===== src/rtl/mem_read_streamer.sv =====
// -----------------------------------------------------------------------------
// mem_read_streamer
//
// Reads a burst of LEN consecutive words from a synchronous-read memory,
// starting at BASE_ADDR (wrapping modulo 2^ADDR_W), and streams them out over
// a valid/ready interface. A 2-entry output FIFO decouples memory latency
// from downstream backpressure; reads are throttled so that entries held,
// plus the read in flight, minus the word leaving this cycle, never exceed
// the FIFO depth.
//
// Ports
//   CLK        rising-edge clock
//   RST        synchronous active-high reset
//   START      burst request, sampled only while idle
//   BASE_ADDR  first word address, captured with START
//   LEN        word count (clamped to 2^ADDR_W), captured with START
//   BUSY       high while a burst is running
//   DONE       one-cycle pulse when a burst finishes
//   MEM_EN     memory read enable, one read per high cycle
//   MEM_WRITE  memory write strobe, tied low
//   MEM_ADDR   memory read address (0 while MEM_EN is low)
//   MEM_DATA   memory read data, valid the cycle after MEM_EN
//   OUT_VALID  downstream word valid
//   OUT_DATA   downstream word (0 while OUT_VALID is low)
//   OUT_READY  downstream accept
// -----------------------------------------------------------------------------
module mem_read_streamer #(
  parameter int DATA_W = 16,
  parameter int ADDR_W = 8
) (
  input  logic              CLK,
  input  logic              RST,
  input  logic              START,
  input  logic [ADDR_W-1:0] BASE_ADDR,
  input  logic [ADDR_W:0]   LEN,
  output logic              BUSY,
  output logic              DONE,
  output logic              MEM_EN,
  output logic              MEM_WRITE,
  output logic [ADDR_W-1:0] MEM_ADDR,
  input  logic [DATA_W-1:0] MEM_DATA,
  output logic              OUT_VALID,
  output logic [DATA_W-1:0] OUT_DATA,
  input  logic              OUT_READY
);

  typedef enum logic [1:0] {IDLE, RUN, FINISH} state_t;

  localparam logic [ADDR_W:0] MAX_LEN = {1'b1, {ADDR_W{1'b0}}};
  localparam logic [ADDR_W:0] ONE     = {{ADDR_W{1'b0}}, 1'b1};

  state_t            state_q, state_nxt;
  logic [ADDR_W-1:0] base_q;
  logic [ADDR_W:0]   len_q;
  logic [ADDR_W:0]   issued_q;      // reads issued so far
  logic [ADDR_W:0]   delivered_q;   // words handed downstream so far
  logic              inflight_q;    // a read was issued last cycle
  logic [1:0]        occ_q;         // FIFO entries held
  logic              rd_ptr_q;
  logic              wr_ptr_q;
  logic [DATA_W-1:0] fifo_q [2];

  logic [ADDR_W:0]   len_eff;
  logic              pop;
  logic              words_left;
  logic              last_pop;
  logic              mem_en;

  // Requests longer than the address space read every word exactly once.
  assign len_eff    = (LEN > MAX_LEN) ? MAX_LEN : LEN;

  assign OUT_VALID  = (occ_q != 2'd0);
  assign OUT_DATA   = OUT_VALID ? fifo_q[rd_ptr_q] : '0;
  assign pop        = OUT_VALID && OUT_READY;
  assign words_left = (issued_q != len_q);
  assign last_pop   = pop && ((delivered_q + ONE) == len_q);

  // Issue only if the returning word is guaranteed a free FIFO slot. Counting
  // this cycle's pop lets a full FIFO keep streaming at one word per cycle,
  // at the cost of a combinational path from OUT_READY to MEM_EN.
  assign mem_en = (state_q == RUN) && words_left &&
                  (({1'b0, occ_q} + {2'b00, inflight_q}) <= (3'd1 + {2'b00, pop}));

  assign MEM_EN    = mem_en;
  assign MEM_WRITE = 1'b0;
  assign MEM_ADDR  = mem_en ? (base_q + issued_q[ADDR_W-1:0]) : '0;
  assign BUSY      = (state_q == RUN);
  assign DONE      = (state_q == FINISH);

  // NOTE: every signal assigned in an always_comb gets a default first, so no
  // path through the case leaves it unassigned and no latch is inferred.
  always_comb begin
    state_nxt = state_q;
    unique case (state_q)
      IDLE:    if (START) state_nxt = (len_eff == '0) ? FINISH : RUN;
      RUN:     if (last_pop) state_nxt = FINISH;
      FINISH:  state_nxt = IDLE;
      default: state_nxt = IDLE;
    endcase
  end

  // NOTE: state registers use non-blocking assignments so every flop samples
  // the pre-edge values regardless of statement order.
  always_ff @(posedge CLK) begin
    if (RST) begin
      state_q     <= IDLE;
      base_q      <= '0;
      len_q       <= '0;
      issued_q    <= '0;
      delivered_q <= '0;
      inflight_q  <= 1'b0;
      occ_q       <= 2'd0;
      rd_ptr_q    <= 1'b0;
      wr_ptr_q    <= 1'b0;
    end else begin
      state_q <= state_nxt;
      if (state_q == IDLE && START) begin
        base_q      <= BASE_ADDR;
        len_q       <= len_eff;
        issued_q    <= '0;
        delivered_q <= '0;
      end
      if (mem_en) issued_q <= issued_q + ONE;
      if (pop) begin
        delivered_q <= delivered_q + ONE;
        rd_ptr_q    <= ~rd_ptr_q;
      end
      // Clearing inflight on reset is what discards a read return in flight.
      inflight_q <= mem_en;
      if (inflight_q) wr_ptr_q <= ~wr_ptr_q;
      occ_q <= occ_q + {1'b0, inflight_q} - {1'b0, pop};
    end
  end

  // NOTE: FIFO storage is deliberately not reset; occupancy is, and it alone
  // decides whether an entry is visible, so stale contents never escape.
  always_ff @(posedge CLK) begin
    if (inflight_q) fifo_q[wr_ptr_q] <= MEM_DATA;
  end

endmodule


===== config.mk =====
export PLATFORM = sky130hd
export DESIGN_NAME = mem_read_streamer
export DESIGN_NICKNAME = d
export VERILOG_FILES = /design/src/rtl/mem_read_streamer.sv
export SDC_FILE = /design/constraint.sdc
export NUM_CORES = 1
export LEC_CHECK = 0
export CORE_MARGIN = 2
export CORE_UTILIZATION = 38
export CTS_CLUSTER_SIZE = 30
export DETAILED_ROUTE_END_ITERATION = 16
export HOLD_SLACK_MARGIN = 0.1
export SLEW_MARGIN = 30
export SYNTH_ARGS = -nofsm -noshare
export SYNTH_HDL_FRONTEND = slang
export SYNTH_SLANG_ARGS = --single-unit

===== constraint.sdc =====
create_clock -name CLK -period 9.7 [get_ports CLK]
set_input_delay 1.94 -clock CLK [delete_from_list [all_inputs] [get_ports CLK]]
set_output_delay 1.94 -clock CLK [all_outputs]
set_load 0.01 [all_outputs]

# Word-level counts from Yosys, hierarchy flattened

Memories as Yosys holds them, arrays and structs flattened. A register that Yosys moved wholly into a read port is not among the register bits.
Cells that the tools add are included.

Bits in registers: 42
RAM bits: 32
Output and inout bits: 29
Logic and storage cells: 52
Memories: 1

Add/sub/neg operators: 7
$lt $le $gt $ge: 2
Equality and inequality tests: 6
Muxes and demuxes: 14
Bitwise logic cells: 2
Reduce and logical (&&, ||, !) cells: 11

Memory list:

| memory | words | bits a word | rd ports | clocked after memory_dff | wr ports | RTL line | text |
|---|---|---|---|---|---|---|---|
| fifo_q | 2     | 16          | 1        | 1                        | 1        | 61       | `logic [DATA_W-1:0] fifo_q [2];` |

Operators with widths:

| kind                                          | count |
|---|---|
| 2-to-1 mux 9 bit                              | 4 |
| adder 9 x 1 -> 9 bit, second input constant   | 2 |
| 2-to-1 mux 16 bit                             | 1 |
| == test 9 bit                                 | 1 |
| > comparator 9 bit, second input constant     | 1 |
| zero test 9 bit                               | 1 |
| != test 9 bit                                 | 1 |
| adder 8 bit                                   | 1 |
| 2-to-1 mux 8 bit                              | 1 |
| 2-to-1 mux 2 bit                              | 3 |
| nonzero test 2 bit                            | 3 |
| logical AND 1 bit                             | 5 |
| 2-to-1 mux 1 bit                              | 4 |
| case mux 2 bit (2 select lines)               | 1 |
| adder 2 x 1 -> 3 bit                          | 1 |
| less-or-equal comparator 3 x 2 -> 1 bit       | 1 |
| adder 1 x 1 -> 2 bit, first input constant    | 1 |
| adder 2 x 1 -> 2 bit                          | 1 |
| == test 2 x 1 -> 1 bit, second input constant | 1 |
| == test 2 bit, second input constant          | 1 |
| zero test 2 bit                               | 1 |
| != test 2 x 1 -> 1 bit, second input constant | 1 |
| != test 2 bit, second input constant          | 1 |
| inverter 1 bit                                | 2 |
| other kinds (2)                               | 2 |

# Longest topological paths before layout

Word-level depth: 6
Depth in mapped cells: 10
Gate-level depth less buffers: 9

# Least setup slack after synthesis

Ideal clock, no wire load.

Path kind: input-to-output
Start point: input port OUT_READY
End point: output port MEM_ADDR[7]
Arrival time: 3.970 ns
Required time: 7.760 ns
Setup slack: 3.790 ns
Stages: 9
Buffers on the path: 1
Cell sequence: o21ai_1 -> inv_1 -> fa_1 -> nor3b_1 -> o21ai_0 -> a31o_2 -> buf_4 -> a211o_1 -> a31oi_1

Longest elaborated chain between the ends: 5

RTL lines:

| element                                 | RTL line | text |
|---|---|---|
| from (decl)                             | 44       | `input logic OUT_READY` |
| logical AND 1 bit                       | 74       | `assign pop = OUT_VALID && OUT_READY;` |
| net pop                                 | 64       | `logic pop;` |
| adder 1 x 1 -> 2 bit                    | 82       | `(({1'b0, occ_q} + {2'b00, inflight_q}) <= (3'd1 + {2'b00, pop}));` |
| less-or-equal comparator 3 x 2 -> 1 bit | 82       |  |
| logical AND 1 bit                       | 81       | `assign mem_en = (state_q == RUN) && words_left &&` |
| 2-to-1 mux 8 bit                        | 86       | `assign MEM_ADDR = mem_en ? (base_q + issued_q[ADDR_W-1:0]) : '0;` |
| to (decl)                               | 40       | `output logic [ADDR_W-1:0] MEM_ADDR,` |

The timed path passes the listed nets, and every way through them passes these cells.

# Worst setup path after layout

Start point: input port OUT_READY
End point: output port MEM_ADDR[1]

The elaborated chain is that of the path after synthesis.

==> results by group <==
Synthesis
  – Post-Syn Instances: 399
  – Most used DFF post-synth: dfxtp_1
  – Post-synth EDFFs: 32
  – Area leader, netlist: edfxtp_1
  – Ys async rst share: 0
  – Syn_nets: 452
  – Top-area cell type share of the netlist area: 0.250
  – Yosys reg bits: 75
  – Sequential fraction of the synthesis area: 0.474
  – Cell Area, Synth: 3840 um^2
  – Synth top area cells: edfxtp_1 (25%), dfxtp_1 (22%), mux2i_1 (4.7%)
  – Ys Warns: 0
  – Syn_area_per_cell: 9.63 um^2
  – Distinct cells, synth: 53

Place
  – Post-place setup slack: 2.54 ns
  – Dpl cell area: 4600 um^2
  – I/O Buffers: 64
  – Routability cong.: 0.754
  – Cells after DPL: 580
  – Detailed placer's ending HPWL: 5.87 mm

Clock tree
  – CTS tree: built
  – CTS Sinks: 75
  – # Post-CTS Setup Buffers: 0
  – CTS buffer count: 9
  – Post-cts sizing count: 0
  – Htree depth: 3
  – Worst-path clk slew: 0.08 ns
  – CTS root buffer: clkbuf_8
  – Cts hold-fix bufs: 0
  – Clock Tree Buf Depth: 2
  – Clk_lat worst skew: 0.34 ns

Global route
  – Total GRT Usage: 0.157
  – Pin count of the biggest net entering global routing: 46
  – GR Overflow Total: 0
  – Vias in the first global route: 2840
  – First-pass GRT wire length: 13.9 mm
  – Initial antenna violation count: 0

Timing
  – RSZ-0062 raised after global routing: false
  – Final hold vios: 0
  – Tmin final: 7.14 ns
  – Fmax: 140 MHz
  – Clk_skew: 0.0107 ns
  – Least-Margin Pin Slew: 0.941 ns
  – TNS Setup: 0 ns
  – Fin. max-slew vios: 0
  – Slew Limit Headroom: 0.372
  – Final period utilization: 0.736
  – Final worst slack: 2.56 ns
  – Final setup viols: 0

Route
  – Via/cell ratio: 5.07
  – Post-DRT Antenna Nets: 0
  – Met1 wire length: 3.95 mm
  – DRC violations left: 0
  – Routed len/inst: 13.9 um
  – Met3 wire length: 461 um
  – Final WL: 8.30 mm
  – Met2 WL: 3.78 mm
  – Via total after detailed routing: 3023
  – First drt pass iteration count: 4
  – DR top layer: met4
  – Initial detailed-routing violation count: 253

Setup path
  – Crit path required time: 7.76 ns
  – Setup Crit Path Kind: in2out
  – Critical-path maximum fanout: 18
  – CP arrival: 5.20 ns
  – Worst path cell trace: clkdlybuf4s50_1, o21ai_2, inv_1, fa_1, o31a_1, o21ai_0, a31o_2, inv_2, and2_1, clkdlybuf4s50_1
  – Worst setup EP type: primary output
  – Startpoint types: input port
  – Worst path most repeated cell: clkdlybuf4s50_1
  – CP max stage cell: fa_1
  – Largest stage delay, worst path: 0.55 ns

Cells and area
  – Number of diodes: 0
  – Final std cells w/o fill: 596
  – Final nets: 511
  – Share of the core filled with cells: 0.492
  – Fillcell total: 930
  – Final Cell Area: 4810 um^2
  – Fraction of layout cells with a size suffix above 1: 0.0583
  – Area Overhead vs Synth: 25.2%

Floorplanning
  – Core area: 9770 um^2
  – IO Pins: 66
  – Die footprint: 10900 um^2
  – Die Width: 105 um
  – DIE HEIGHT: 105 um
  – Initial Util: 0.393
  – Site row count: 36

Job
  – Max-cap violations: 0

Min path
  – Type of the worst min-delay path: reg2reg

Power and ir drop
  – Leak: 1.76 nW
  – PwrDens: 186 nW/um^2
  – Worst ir drop on vdd: 70.3 uV

Run status
  – Status: finished clean
==> worst paths after layout <==
check	start	end	slack, ns	depth (start not counted)
max	OUT_READY	MEM_ADDR[1]	2.56	10
max reg2reg	occ_q[1]$_SDFF_PP0_	issued_q[7]$_SDFFE_PP0P_	6.32	9
min	base_q[2]$_SDFFE_PP0P_	base_q[2]$_SDFFE_PP0P_	0.47	2
min reg2reg	base_q[2]$_SDFFE_PP0P_	base_q[2]$_SDFFE_PP0P_	0.47	2
==> layout by cell type, fill, tap and decap left out, types with 12 or more instances in the layout <==
cell type,count
clkdlybuf4s50_1,64
mux2i_1,18
xnor2_1,12
ha_1,14
dfxtp_1,43
xor2_1,15
a21oi_1,33
edfxtp_1,32
nand3_1,14
nor2_1,45
nand2_1,40
==> cell usage after synthesis (3+ instances only) <==
| cell | count |
|---|---|
| buf_2 | 3 |
| dfxtp_1 | 43 |
| o21ai_1 | 4 |
| nand3_1 | 14 |
| a31oi_1 | 5 |
| mux2i_1 | 18 |
| nand2b_1 | 3 |
| a21o_1 | 4 |
| clkbuf_1 | 13 |
| nand3b_1 | 11 |
| a21oi_1 | 33 |
| nor3_1 | 6 |
| nor2_1 | 46 |
| xnor2_1 | 12 |
| ha_1 | 14 |
| o21ai_0 | 9 |
| nand2_1 | 40 |
| inv_1 | 10 |
| nor2b_1 | 8 |
| edfxtp_1 | 32 |
| nor4_1 | 4 |
| xor2_1 | 15 |
| or3_1 | 6 |
| nor3b_1 | 4 |
| and2_1 | 5 |
==> area by class of cell <==
type	instances	area, um^2	area share
sequential	75	1820	0.379
clock inverter	6	71.3	0.0148
timing repair buffer	67	663	0.138
tap	133	166	0.0346
inverter	11	41.3	0.00858
clock buffer	10	138	0.0286
multi-input combinational	294	1910	0.397
==> flip-flops by register name, indices dropped and copies added (netlist names), named ones only <==
signal and count:
inflight_q 1, rd_ptr_q 1, base_q 8, delivered_q 9
len_q 9, occ_q 2, fifo_q 32, state_q 2
wr_ptr_q 1, issued_q 9
==> kinds of logic (layout without fill, tap and decap cells) <==
kind of cell | Yosys count | after routing | synth area share
AOI/OAI and AO/OA | 74 | 74 | 0.119
xor gates and xnor gates | 28 | 28 | 0.0677
adders and majority gates | 16 | 16 | 0.0560
buffers and inverters | 30 | 94 | 0.0322
DFF | 75 | 75 | 0.474
muxes | 20 | 20 | 0.0528
other | 1 | 1 | 0.000976
and+or+nand+nor | 155 | 155 | 0.198
==> critical path, delay by kind of cell <==
family / cells / cell delay, ns
buf+inv: 4 / 1.36
compound gates: 4 / 1.12
fa+ha+maj: 1 / 0.55
simple gates: 1 / 0.20
==> routing by layer <==
layer	GRT usage	up-vias
li1	-	1529
met1	0.217	1401
met2	0.248	84
met3	0.0274	9
met4	0.0521	0
met5	0	-
==> power breakdown <==
group | switching (mW) | internal (mW) | leakage [nW]
Clock | 0.122 | 0.128 | 0.0995
Combinational | 0.128 | 0.134 | 1.02
Sequential | 0.0301 | 0.351 | 0.638
Total | 0.281 | 0.614 | 1.76
==> metrics by stage <==
stage | hold WS, ns | power, mW
after CTS | 0.470 | 0.908
after global routing | 0.490 | 0.952
final | 0.466 | 0.895
after detailed placement | 0.456 | 0.655
after floorplan | 0.441 | 0.540
after global placement | 0.452 | 0.648
(Power assumes the default switching activity.)
